==> src/rtl/sk_key_load_ctrl_pkg.sv <==
// ----------------------------------------------------------------------------
// sk_key_pkg
// Shared definitions for the sk key-load controller:
//   - controller state encoding
//   - default key / word widths
//   - nwords(): number of load-stream words making up one key
//   - params_ok(): parameter legality test used at elaboration time
// ----------------------------------------------------------------------------
package sk_key_pkg;

    typedef enum logic [2:0] {
        IDLE   = 3'd0,
        LOAD   = 3'd1,
        SETTLE = 3'd2,
        RUN    = 3'd3,
        ERR    = 3'd4
    } sk_state_e;

    localparam int SK_KEY_W_DEFAULT  = 128;
    localparam int SK_WORD_W_DEFAULT = 32;

    function automatic int nwords(input int key_w, input int word_w);
        return key_w / word_w;
    endfunction

    // Key must split into a whole number of words, and the core must see at
    // least one cycle of reset after the last word lands.
    function automatic bit params_ok(input int key_w, input int word_w,
                                     input int settle_cyc);
        return (word_w > 0) && (key_w >= word_w) && ((key_w % word_w) == 0)
               && (settle_cyc >= 1);
    endfunction

endpackage

==> src/rtl/sk_key_load_ctrl_bank.sv <==
// ----------------------------------------------------------------------------
// sk_key_bank
// Word-addressed key register. Holds the assembled KEY_W-bit key that drives
// the locked core's sk input.
// Ports:
//   blif_clk_net    clock
//   blif_reset_net  asynchronous active-low reset (key -> 0)
//   clr             synchronous zeroise, wins over a write
//   we              write enable for word idx
//   idx             word index; word 0 is the least significant word
//   wdata           word data
//   key             registered key
// ----------------------------------------------------------------------------
module sk_key_bank #(
    parameter int KEY_W  = 128,
    parameter int WORD_W = 32,
    parameter int IDX_W  = 2
) (
    input  logic              blif_clk_net,
    input  logic              blif_reset_net,
    input  logic              clr,
    input  logic              we,
    input  logic [IDX_W-1:0]  idx,
    input  logic [WORD_W-1:0] wdata,
    output logic [KEY_W-1:0]  key
);

    always_ff @(posedge blif_clk_net or negedge blif_reset_net) begin
        if (!blif_reset_net) begin
            key <= '0;
        end else if (clr) begin
            key <= '0;
        end else if (we) begin
            key[int'(idx) * WORD_W +: WORD_W] <= wdata;
        end
    end

endmodule

==> src/rtl/sk_key_load_ctrl.sv <==
// ----------------------------------------------------------------------------
// sk_key_load_ctrl
// Sequences loading of the locking key sk into a key-locked core. Key words
// arrive on a valid/ready stream, are assembled into a registered key bus, and
// the core is held in reset until the full key has been applied and a settle
// interval of SETTLE_CYC cycles has elapsed.
//
// Optional feature macro: SK_KEY_PARITY_CHECK_EN
//   Adds key_par_i (even parity of key_word_i). A parity mismatch on a
//   transfer zeroises the key and parks the controller in ERR (err_o=1) until
//   clear_i or reset. Without the macro the port is absent and err_o is 0.
//
// Ports:
//   blif_clk_net    clock
//   blif_reset_net  asynchronous active-low reset
//   load_start_i    pulse: start a key load (from IDLE or RUN)
//   clear_i         pulse: zeroise key, return to IDLE (highest priority)
//   key_word_i      key word data
//   key_valid_i     key word valid
//   key_par_i       even parity of key_word_i (parity build only)
//   key_ready_o     controller accepts a word (LOAD)
//   sk              applied key
//   core_reset_o    active-high reset to the locked core
//   key_loaded_o    key applied, core running (RUN)
//   busy_o          LOAD or SETTLE
//   err_o           sticky parity error (ERR)
// All outputs are registers or decodes of the state register only.
// ----------------------------------------------------------------------------
module sk_key_load_ctrl
    import sk_key_pkg::*;
#(
    parameter int KEY_W      = SK_KEY_W_DEFAULT,
    parameter int WORD_W     = SK_WORD_W_DEFAULT,
    parameter int SETTLE_CYC = 4
) (
    input  logic              blif_clk_net,
    input  logic              blif_reset_net,
    input  logic              load_start_i,
    input  logic              clear_i,
    input  logic [WORD_W-1:0] key_word_i,
    input  logic              key_valid_i,
`ifdef SK_KEY_PARITY_CHECK_EN
    input  logic              key_par_i,
`endif
    output logic              key_ready_o,
    output logic [KEY_W-1:0]  sk,
    output logic              core_reset_o,
    output logic              key_loaded_o,
    output logic              busy_o,
    output logic              err_o
);

    localparam int NWORDS = nwords(KEY_W, WORD_W);
    localparam int IDX_W  = (NWORDS > 1) ? $clog2(NWORDS) : 1;
    localparam int CNT_W  = $clog2(SETTLE_CYC + 1);

    localparam logic [IDX_W-1:0] LAST_IDX    = IDX_W'(NWORDS - 1);
    localparam logic [CNT_W-1:0] SETTLE_LAST = CNT_W'(SETTLE_CYC);

    if (!params_ok(KEY_W, WORD_W, SETTLE_CYC)) begin : g_param_check
        $error("sk_key_load_ctrl: KEY_W must be a multiple of WORD_W and SETTLE_CYC >= 1");
    end

    sk_state_e        state_q;
    sk_state_e        state_d;
    logic [IDX_W-1:0] word_cnt_q;
    logic [CNT_W-1:0] settle_cnt_q;
    logic             xfer;
    logic             par_bad;
    logic             bank_clr;
    logic             bank_we;

    assign xfer = key_valid_i && (state_q == LOAD);

`ifdef SK_KEY_PARITY_CHECK_EN
    assign par_bad = (key_par_i != ^key_word_i);
`else
    assign par_bad = 1'b0;
`endif

    always_ff @(posedge blif_clk_net or negedge blif_reset_net) begin
        if (!blif_reset_net) begin
            state_q <= IDLE;
        end else begin
            state_q <= state_d;
        end
    end

    // Next state and key-bank control. clear_i pre-empts everything,
    // including a word transfer on the same edge (that word is dropped).
    always_comb begin
        state_d  = state_q;
        bank_clr = 1'b0;
        bank_we  = 1'b0;
        if (clear_i) begin
            state_d  = IDLE;
            bank_clr = 1'b1;
        end else begin
            case (state_q)
                IDLE: begin
                    if (load_start_i) begin
                        state_d  = LOAD;
                        bank_clr = 1'b1;
                    end
                end
                LOAD: begin
                    if (xfer) begin
                        if (par_bad) begin
                            state_d  = ERR;
                            bank_clr = 1'b1;
                        end else begin
                            bank_we = 1'b1;
                            if (word_cnt_q == LAST_IDX) begin
                                state_d = SETTLE;
                            end
                        end
                    end
                end
                SETTLE: begin
                    if (settle_cnt_q == SETTLE_LAST) begin
                        state_d = RUN;
                    end
                end
                RUN: begin
                    // Reload: core goes back into reset and key is wiped on
                    // the same edge, so no partial key ever reaches a running core.
                    if (load_start_i) begin
                        state_d  = LOAD;
                        bank_clr = 1'b1;
                    end
                end
                ERR: begin
                    bank_clr = 1'b1;
                end
                default: begin
                    state_d  = IDLE;
                    bank_clr = 1'b1;
                end
            endcase
        end
    end

    // Word counter is parked at 0 outside LOAD, so every entry into LOAD
    // starts at word 0. Settle counter runs only while staying in SETTLE;
    // reaching SETTLE_LAST gives the SETTLE_CYC+1 edge release latency.
    always_ff @(posedge blif_clk_net or negedge blif_reset_net) begin
        if (!blif_reset_net) begin
            word_cnt_q   <= '0;
            settle_cnt_q <= '0;
        end else begin
            if (state_q != LOAD) begin
                word_cnt_q <= '0;
            end else if (bank_we) begin
                word_cnt_q <= word_cnt_q + 1'b1;
            end
            if ((state_q == SETTLE) && (state_d == SETTLE)) begin
                settle_cnt_q <= settle_cnt_q + 1'b1;
            end else begin
                settle_cnt_q <= '0;
            end
        end
    end

    sk_key_bank #(
        .KEY_W  (KEY_W),
        .WORD_W (WORD_W),
        .IDX_W  (IDX_W)
    ) u_bank (
        .blif_clk_net   (blif_clk_net),
        .blif_reset_net (blif_reset_net),
        .clr            (bank_clr),
        .we             (bank_we),
        .idx            (word_cnt_q),
        .wdata          (key_word_i),
        .key            (sk)
    );

    assign key_ready_o  = (state_q == LOAD);
    assign busy_o       = (state_q == LOAD) || (state_q == SETTLE);
    assign core_reset_o = (state_q != RUN);
    assign key_loaded_o = (state_q == RUN);

`ifdef SK_KEY_PARITY_CHECK_EN
    assign err_o = (state_q == ERR);
`else
    assign err_o = 1'b0;
`endif

endmodule

==> config.mk <==
export PLATFORM = sky130hd
export DESIGN_NAME = sk_key_load_ctrl
export DESIGN_NICKNAME = d
export VERILOG_FILES = /design/src/rtl/sk_key_load_ctrl_pkg.sv /design/src/rtl/sk_key_load_ctrl_bank.sv /design/src/rtl/sk_key_load_ctrl.sv
export SDC_FILE = /design/constraint.sdc
export NUM_CORES = 1
export LEC_CHECK = 0
export CORE_MARGIN = 10
export CORE_UTILIZATION = 30
export CTS_CLUSTER_SIZE = 10
export DETAILED_ROUTE_END_ITERATION = 10
export HOLD_SLACK_MARGIN = 0.1
export SLEW_MARGIN = 20
export SYNTH_ARGS = -nofsm -noshare
export SYNTH_HDL_FRONTEND = slang
export SYNTH_SLANG_ARGS = --single-unit
export TNS_END_PERCENT = 30
==> constraint.sdc <==
create_clock -name blif_clk_net -period 1.91 [get_ports blif_clk_net]
set_input_delay 0.2865 -clock blif_clk_net [delete_from_list [all_inputs] [get_ports blif_clk_net]]
set_output_delay 0.2865 -clock blif_clk_net [all_outputs]
set_load 0.01 [all_outputs]
== Word level (Yosys, flattened, before mapping) ==
Index checks and enable logic that the tools add are counted.

* Output and inout port bits: 133
* Input bits: 37
* Register bits after elaboration: 136
* Word-level logic and storage cells: 44

* Multiplexer cells: 18
* Add/sub/neg operators: 3
* Equality and inequality tests: 9
* Shifts and indexed selects: 2
* Reductions and logical operators: 8

{| class="wikitable"
|+ Operators by type and width
! cell !! number
|-
| 128-bit two-way mux || 2
|-
| 128-bit bitwise mux || 1
|-
| 32-bit by 33-bit variable shift with 128-bit output, first input constant || 1
|-
| 32-bit by 33-bit variable part select with 128-bit output || 1
|-
| 7-bit negation with 33-bit output || 1
|-
| 3-bit two-way mux || 6
|-
| 3-bit one-hot mux with 4 select lines || 1
|-
| 3-bit by 2-bit equality test with 1-bit output, second input constant || 3
|-
| 3-bit equality test, second input constant || 2
|-
| 1-bit two-way mux || 5
|-
| 2-bit two-way mux || 2
|-
| 2-bit nonzero test || 2
|-
| 2-bit OR reduction || 2
|-
| 3-bit by 1-bit adder with 3-bit output, second input constant || 1
|-
| 3-bit by 1-bit equality test with 1-bit output, second input constant || 1
|-
| 3-bit logical NOT || 1
|-
| 3-bit by 1-bit inequality test with 1-bit output, second input constant || 1
|-
| 3-bit by 2-bit inequality test with 1-bit output, second input constant || 1
|-
| 2-bit by 1-bit adder with 2-bit output, second input constant || 1
|-
| 2-bit equality test, second input constant || 1
|-
| 1-bit logical AND || 2
|-
| 1-bit one-hot mux with 2 select lines || 1
|-
| 1-bit logical OR || 1
|}

== Depth between registers and ports, before layout ==
Gate-level depths: netlist of run 1.

* Depth in word-level cells: 8
* Gate-level depth with buffers: 8
* Depth with buffers taken out: 5

== Cells and area by module ==
From an unflattened synthesis of run 1, not the netlist that was laid out.

* Cells, all modules: 465
* Area total of the unflattened synthesis: 5928.2 um2

{| class="wikitable"
|+ Modules (own cells, without submodules)
! module !! area an instance (um2) !! times used !! sequential area each (um2) !! cells an instance
|-
| sk_key_bank || 5472.7 || 1 || 3203.1 || 418
|-
| sk_key_load_ctrl || 455.4 || 1 || 200.2 || 47
|}

== Worst setup path after synthesis of run 1 ==
Ideal clock, no wire load.

* Kind: register -> register
* Start point: register word_cnt_q[0]
* End point: register u_bank.key[23]
* Cell stages (with the launch flop): 8
* Buffers on the path: 2
* Setup time: 77 ps
* Setup slack: -34 ps
* Clock period less this slack: 1944 ps
* Data required time: 1833 ps
* Arrival time: 1866 ps
* Cells stage by stage: dfrtp_1 > inv_1 > ha_1 > nor4bb_1 > clkbuf_1 > clkbuf_1 > nand4_1 > a21oi_1

* Word-level cells in the longest chain between the ends: 5
* Elaborated cells on any way between the ends: 6
* Classes of those cells: 1 x add/sub; 2 x shift; 3 x mux

{| class="wikitable"
|+ RTL lines
! element !! line !! source
|-
| from (decl) || sk_key_load_ctrl.sv:66 || <nowiki>logic [IDX_W-1:0] word_cnt_q;</nowiki>
|-
| from (signal assigned) || sk_key_load_ctrl.sv:154 || <nowiki>word_cnt_q <= word_cnt_q + 1'b1;</nowiki>
|-
| 7-bit negation with 33-bit output * || sk_key_load_ctrl_bank.sv:34 || <nowiki>key[int'(idx) * WORD_W +: WORD_W] <= wdata;</nowiki>
|-
| 32-bit by 33-bit variable part select with 128-bit output / 32-bit by 33-bit variable shift with 128-bit output (equally long branches) || sk_key_load_ctrl_bank.sv:34 ||
|-
| 128-bit bitwise mux * || sk_key_load_ctrl_bank.sv:34 ||
|-
| 128-bit two-way mux * || sk_key_load_ctrl_bank.sv:33 || <nowiki>end else if (we) begin</nowiki>
|-
| 128-bit two-way mux * || sk_key_load_ctrl_bank.sv:31 || <nowiki>end else if (clr) begin</nowiki>
|-
| to (signal, indexed assignment) || sk_key_load_ctrl_bank.sv:34 ||
|-
| to (decl) || sk_key_load_ctrl_bank.sv:25 || <nowiki>output logic [KEY_W-1:0] key</nowiki>
|}

Every way passes the cells marked *; elsewhere a longest branch is shown, timed or not. The select of a mux whose other input is x is not followed.
A chain may end at the register's enable or synchronous reset.

== Worst setup path in the final report of run 1 ==
* Start point: register state_q[1]
* End point: output port busy_o

* Word-level cells in the longest chain between the ends: 2
* Elaborated cells on any way between the ends: 3
* Classes of those cells: 2 x eq/ne; 1 x reduce/logical

{| class="wikitable"
|+ RTL lines
! element !! line !! source
|-
| from (decl) || sk_key_load_ctrl.sv:64 || <nowiki>sk_state_e state_q;</nowiki>
|-
| from (signal assigned) || sk_key_load_ctrl.sv:85 || <nowiki>state_q <= state_d;</nowiki>
|-
| 3-bit by 1-bit equality test with 1-bit output / 3-bit by 2-bit equality test with 1-bit output (equally long branches) || sk_key_load_ctrl.sv:179 || <nowiki>assign busy_o = (state_q == LOAD) || (state_q == SETTLE);</nowiki>
|-
| 1-bit logical OR * || sk_key_load_ctrl.sv:179 ||
|-
| to (decl) || sk_key_load_ctrl.sv:49 || <nowiki>output logic busy_o,</nowiki>
|}

Every way passes the cells marked *; elsewhere a longest branch is shown, timed or not.

==> results.py, run 1 <==
metrics = {
    "clock_tree": {
        "cts_root_buffer": "clkbuf_16",
        "cts_tree": "built",
        "clk_pin_slew_ps": 60,
        "clockBufferDepth": 2,
        "cts_buffers": 17,
        "clk_latency_ps": 420,
        "htreeDepth": 4,
        "clock-sinks": 136,
    },
    "routing": {
        "dr_total_vias": 6021,
        "vias_per_cell": 5.58,
        "drc": 0,
        "wl_per_cell_um": 22.3,
        "drtIter0Drc": 520,
        "wirelength_mm": 24.1,
        "final_antenna_net_count": 0,
        "drt_pre_antenna_iters": 4,
    },
    "critical_path": {
        "endpoint_kind": "output pin",
        "crit_arrival_ps": 1510,
        "reg2reg_depth": 7,
        "reg2reg_from": "word_cnt_q[1]",
        "critPathMaxFanout": 8,
        "r2r_end": "u_bank.key[21]",
        "regToRegSetupSlack_ps": 110,
        "crit_type": "flop to output pin",
        "worstSetupStartpoint": "state_q[1]",
        "cp.required_ps": 1620,
        "crit_path_start_kind": "flop",
    },
    "floorplanning": {
        "die_x_um": 164,
        "die_area_mm2": 0.0271,
        "die_h_um": 164,
        "io_pins": 170,
        "core-area_mm2": 0.0204,
        "rows": 52,
        "start_util_pct": 30.8,
    },
    "layout": {
        "final_common_cell": "clkdlybuf4s50_1",
        "syn2layout_area_growth_pct": 44.2,
        "num_antenna_cells": 0,
        "stdcell_count": 1080,
        "drive_above_1_share_pct": 9.38,
        "fin_nets": 845,
        "mostFrequentLayoutCells": "163 x clkdlybuf4s50_1, 134 x dfrtp_1, 130 x a21oi_1",
    },
    "logic_synthesis": {
        "synthFlopType": "dfrtp_1",
        "synth_cell_type_count": 32,
        "yosys_warnings": 0,
        "ys_seq_area_share_pct": 54.3,
        "synth_top_area_share_pct": 54.3,
        "synth_nets": 709,
        "syn_inst": 664,
        "avgSynthCellArea_um2": 9.43,
        "synth.largest_area_cell": "dfrtp_1",
        "synth_enable_flop_cells": 0,
        "ys_ff_latch": 136,
        "synth.top_cells.by_area": "dfrtp_1 54%, nand4_1 12%, a21oi_1 10%, o21ai_0 9.7%, buf_2 3.2%",
        "syn_area_mm2": 0.00626,
        "synthArstFlopShare_pct": 100,
    },
    "flow_run": {
        "max_cap_violations": 0,
    },
    "power": {
        "ir_drop_mv": 0.671,
        "leakage_nw": 3.43,
        "p_per_area_mw_per_mm2": 762,
    },
    "sta": {
        "final.setup_skew_ps": 8.91,
        "setup_violations": 0,
        "finalSetupTns_ps": 0,
        "finalHoldViolCount": 0,
        "fin_crit_sh_pct": 94.3,
        "period_minus_slack_ps": 1800,
        "slew_viol_final": 0,
        "fmax_mhz": 555,
    },
    "place": {
        "place_congestion": 0.816,
        "numPortBuffers": 168,
        "dp.cells": 1047,
        "hpwl_mm": 15.9,
    },
    "run_status": {
        "status": "completed",
    },
    "worst_hold_path": {
        "hold_class": "input pin to asynchronous set/reset pin",
    },
    "grt": {
        "grt-ovfl-total": 0,
        "grt_antenna_before_repair": 0,
        "grt_start_max_net_pins": 71,
        "first_global_vias": 5834,
        "grt_pass1_wl_mm": 36.0,
        "grt_usage_pct": 17.1,
    },
}
[Yosys cell counts (2+ instances only)]
| cell | n |
|---|---|
| o21ai_1 | 7 |
| or2_2 | 2 |
| nand3_1 | 7 |
| and4bb_2 | 2 |
| xnor2_1 | 3 |
| buf_4 | 3 |
| inv_1 | 11 |
| clkbuf_1 | 45 |
| buf_2 | 40 |
| nand2_1 | 2 |
| a21oi_1 | 131 |
| dfrtp_1 | 136 |
| nand4_1 | 123 |
| ha_1 | 8 |
| nor2_1 | 7 |
| o21ai_0 | 121 |
[metal layers]
metal	global-route usage, %	part of all wire, %	wire length (um)
met1	23.6	46	11000
met2	24.8	45	10900
met3	5.25	7.4	1770
met4	5.64	1.9	466
met5	0	0	0
[through the flow]
step / util (%) / area [um2] / total power [mW] / worst slack (ps) / hold WS, ps
floorplan: - / 6260 / 3.25 / 58.1 / -9.09
global placement: 41.2 / 8400 / 3.66 / 152 / 219
detailed placement: 41.2 / 8400 / 3.66 / 109 / 219
CTS: 44.1 / 8980 / 6.88 / 43.9 / 338
global route: 44.3 / 9030 / 7.08 / -1.19 / 360
finish: 44.3 / 9030 / 6.88 / 110 / 335
[report_power, final]
| group | total (mW) | internal [mW] | switching [mW] | leakage (nW) |
|---|---|---|---|---|
| logic | 0.728 | 0.256 | 0.472 | 1.26 |
| registers | 2.92 | 2.90 | 0.0146 | 1.89 |
| clock network | 3.23 | 2.04 | 1.19 | 0.276 |
| total | 6.88 | 5.20 | 1.68 | 3.43 |
[what timing repair did]
item,CTS,global route
resized for setup,7,4
endpoints found under the hold margin,31,0
gates cloned,0,1
buffers inserted,1,1
hold buffers,1,0
setup endpoints to repair,4,17
pin swaps,0,1
[flip-flops by register name, summed over array words and instances (netlist names)]
signal,flops
state_q,3
settle_cnt_q,3
u_bank.key,128
word_cnt_q,2
[worst max-delay path by stage]
| stage | to | slack, ps | depth (start not counted) |
|---|---|---|---|
| 2_1_floorplan | u_bank.key[10] | 60 | 7 |
| 3_3_place_gp | u_bank.key[127] | 150 | 5 |
| 3_5_place_dp | u_bank.key[2] | 110 | 6 |
| 4_1_cts | busy_o | 40 | 4 |
| 5_1_grt | u_bank.key[2] | -1 | 7 |
| 6_report | busy_o | 110 | 4 |
[area by class of cell]
| cell class | count | area, um2 |
|---|---|---|
| clock inverter | 3 | 65.1 |
| tap | 270 | 338 |
| multi-input combinational | 428 | 2480 |
| clock buffer | 26 | 499 |
| sequential | 136 | 3410 |
| inverter | 11 | 41.3 |
| timing repair buffer | 206 | 2200 |
| fill | 1958 | 11300 |
[worst max-delay path: stages (launching register included)]
cell and delay [ps]:
dfrtp_1 400, buf_4 180, xnor2_2 140, nor2_1 90, dlygate4sd2_1 280
[logic make-up after synthesis]
logic type / Yosys count / synth area share (%)
xor+xnor: 3 / 0.420
other cells: 1 / 0.0599
simple gates: 154 / 15.5
compound gates: 262 / 21.1
buf+inv: 100 / 6.99
flops: 136 / 54.3
fa+ha+maj: 8 / 1.60
Power figures use the tool's default switching activity.
==> inputs of run 2 (changes only) <==
Clock period 1.91 ns to 1.7 ns, I/O delays scaled along.
==> results.py, run 2 (synthesis gave the netlist of run 1 again) <==
metrics = {
    "run_status": {
        "status": "complete, but fails checks",
        "violations": "negative setup slack",
    },
    "critical_path": {
        "critPathMaxFanout": 20,
        "cp_top_family": "simple AND/OR/NAND/NOR gates",
        "regToRegSetupSlack_ps": -20,
        "cp.depth": 6,
        "worstSetupStartpoint": "word_cnt_q[0]",
        "crit_arrival_ps": 2070,
        "reg2reg_depth": 6,
        "r2r_end": "u_bank.key[36]",
        "crit_path_cell_trace": "buf_4 -> ha_2 -> and4b_2 -> buf_12 -> nand4_1 -> a21oi_1",
        "path_buf_inv": 2,
        "slowest_stage": "dfrtp_2",
        "critPathMaxStageDelay_ps": 380,
        "crit_type": "flop to flop",
        "cp-endpoint": "u_bank.key[36]",
        "cp.required_ps": 2040,
        "endpoint_kind": "flop",
        "reg2reg_from": "word_cnt_q[0]",
        "crit_path_start_kind": "flop",
    },
    "sta": {
        "period_minus_slack_ps": 1720,
        "fmax_mhz": 580,
        "rsz0062_at_grt": "true",
        "setup_slack_ps": -24.2,
        "finalHoldViolCount": 0,
        "fin_crit_sh_pct": 101,
        "finalSetupTns_ps": -24.2,
        "final.setup_skew_ps": 8.33,
        "setup_violations": 1,
        "slew_viol_final": 0,
    },
    "routing": {
        "dr.max_layer_used": "met4",
        "met2_length_mm": 11.3,
        "dr_total_vias": 6093,
        "wl_per_cell_um": 22.6,
        "final_antenna_net_count": 0,
        "m1WireLength_mm": 11.1,
        "vias_per_cell": 5.54,
        "drtIter0Drc": 524,
        "wirelength_mm": 24.9,
        "wl_met3_mm": 2.11,
        "drc": 0,
        "drt_pre_antenna_iters": 7,
    },
    "grt": {
        "grt_usage_pct": 17.1,
        "grt_antenna_before_repair": 0,
        "grt_start_max_net_pins": 55,
        "grt_pass1_wl_mm": 36.2,
        "grt-ovfl-total": 0,
        "first_global_vias": 5912,
    },
    "layout": {
        "stdcell_area_mm2": 0.00935,
        "largestRegisters": "u_bank.key (128), settle_cnt_q (3), state_q (3)",
        "mostFrequentLayoutCells": "163 x clkdlybuf4s50_1, 133 x dfrtp_1, 123 x nand4_1",
        "final_core_util_pct": 45.9,
        "regMostFlops": "u_bank.key",
        "final_common_cell": "clkdlybuf4s50_1",
        "fin_nets": 863,
        "num_antenna_cells": 0,
        "largest_register_ffs": 128,
        "syn2layout_area_growth_pct": 49.3,
        "drive_above_1_share_pct": 14.3,
    },
    "floorplanning": {
        "die_h_um": 164,
        "die_area_mm2": 0.0271,
        "io_pins": 170,
        "core-area_mm2": 0.0204,
        "die_x_um": 164,
        "rows": 52,
        "start_util_pct": 30.8,
    },
    "power": {
        "ir_drop_mv": 0.615,
        "clockPowerShare_pct": 46.2,
        "p_switching_mw": 1.98,
        "combPwrFrac_pct": 11.9,
        "power_switching_share_pct": 25.4,
        "leakage_nw": 3.54,
        "p_seq_share_pct": 41.9,
        "p_per_area_mw_per_mm2": 837,
        "p_int_mw": 5.84,
    },
    "clock_tree": {
        "cts_root_buffer": "clkbuf_16",
        "clk_latency_ps": 430,
        "cts_buffers": 17,
        "htreeDepth": 4,
        "clk_pin_slew_ps": 60,
        "clockBufferDepth": 2,
        "clock-sinks": 136,
        "cts_tree": "built",
    },
    "place": {
        "place_congestion": 0.802,
        "hpwl_mm": 16.3,
        "dpl_cell_area_mm2": 0.00849,
        "pre_cts_ws_ps": -76.1,
        "numPortBuffers": 168,
    },
    "flow_run": {
        "max_cap_violations": 0,
    },
    "worst_hold_path": {
        "hold_class": "input pin to asynchronous set/reset pin",
    },
}
run 2: cell types whose count changed in the layout (fill, tap and decap cells not counted), moves of 9 or more:
cell / delta
a21oi_1: -10
o21ai_0: -13
o21ai_1: +13
a21oi_2: +10
buf_6: +9
run 2: worst register-to-register path, stage by stage (launching register included):
cell and delay, ps:
dfrtp_2 380, buf_4 190, ha_2 270, and4b_2 300
buf_12 170, nand4_1 160, a21oi_1 180
run 2: metrics by stage:
stage / cells / hold WS, ps / power, mW
2_1_floorplan: 664 / -40.6 / 3.66
4_1_cts: 1091 / 269 / 7.73
6_report: 1100 / 279 / 7.82
5_1_grt: 1100 / 312 / 8.06
3_3_place_gp: 1057 / 170 / 4.12
3_5_place_dp: 1057 / 164 / 4.13
run 2: worst min path at each step:
stage | depth (start not counted) | slack [ps] | start | to
2_1_floorplan | 0 | -40 | blif_reset_net | settle_cnt_q[0]
3_5_place_dp | 1 | 160 | blif_reset_net | u_bank.key[122]
6_report | 2 | 280 | blif_reset_net | u_bank.key[122]
3_3_place_gp | 1 | 170 | blif_reset_net | u_bank.key[122]
4_1_cts | 2 | 270 | blif_reset_net | u_bank.key[115]
5_1_grt | 2 | 310 | blif_reset_net | u_bank.key[122]
run 2: layout make-up:
cell class,instances,area (um2)
clock buffer,23,468
multi-input combinational,428,2560
clock inverter,8,97.6
fill,1932,11000
tap,270,338
sequential,136,3410
inverter,11,43.8
timing repair buffer,224,2430
run 2: what timing repair did:
action / in CTS / in global routing
pin swaps: 6 / 49
endpoints found under the setup margin: 73 / 130
hold buffers: 1 / 0
hold endpoints to repair: 136 / 0
setup buffers: 2 / 3
gates resized for setup: 16 / 46
cloned: 0 / 6
run 2: routing by layer:
layer / vias up / global-route usage [%]
met5: - / 0
met4: 0 / 4.99
met3: 25 / 5.73
met2: 235 / 24.8
met1: 3057 / 23.7
li1: 2776 / -
run 2: power groups by stage:
stage / sequential (mW) / combinational, mW / clock (mW)
2_1_floorplan: 3.34 / 0.317 / 0
3_3_place_gp: 3.33 / 0.792 / 0
3_5_place_dp: 3.33 / 0.793 / 0
4_1_cts: 3.28 / 0.801 / 3.66
5_1_grt: 3.28 / 0.985 / 3.80
6_report: 3.28 / 0.931 / 3.62
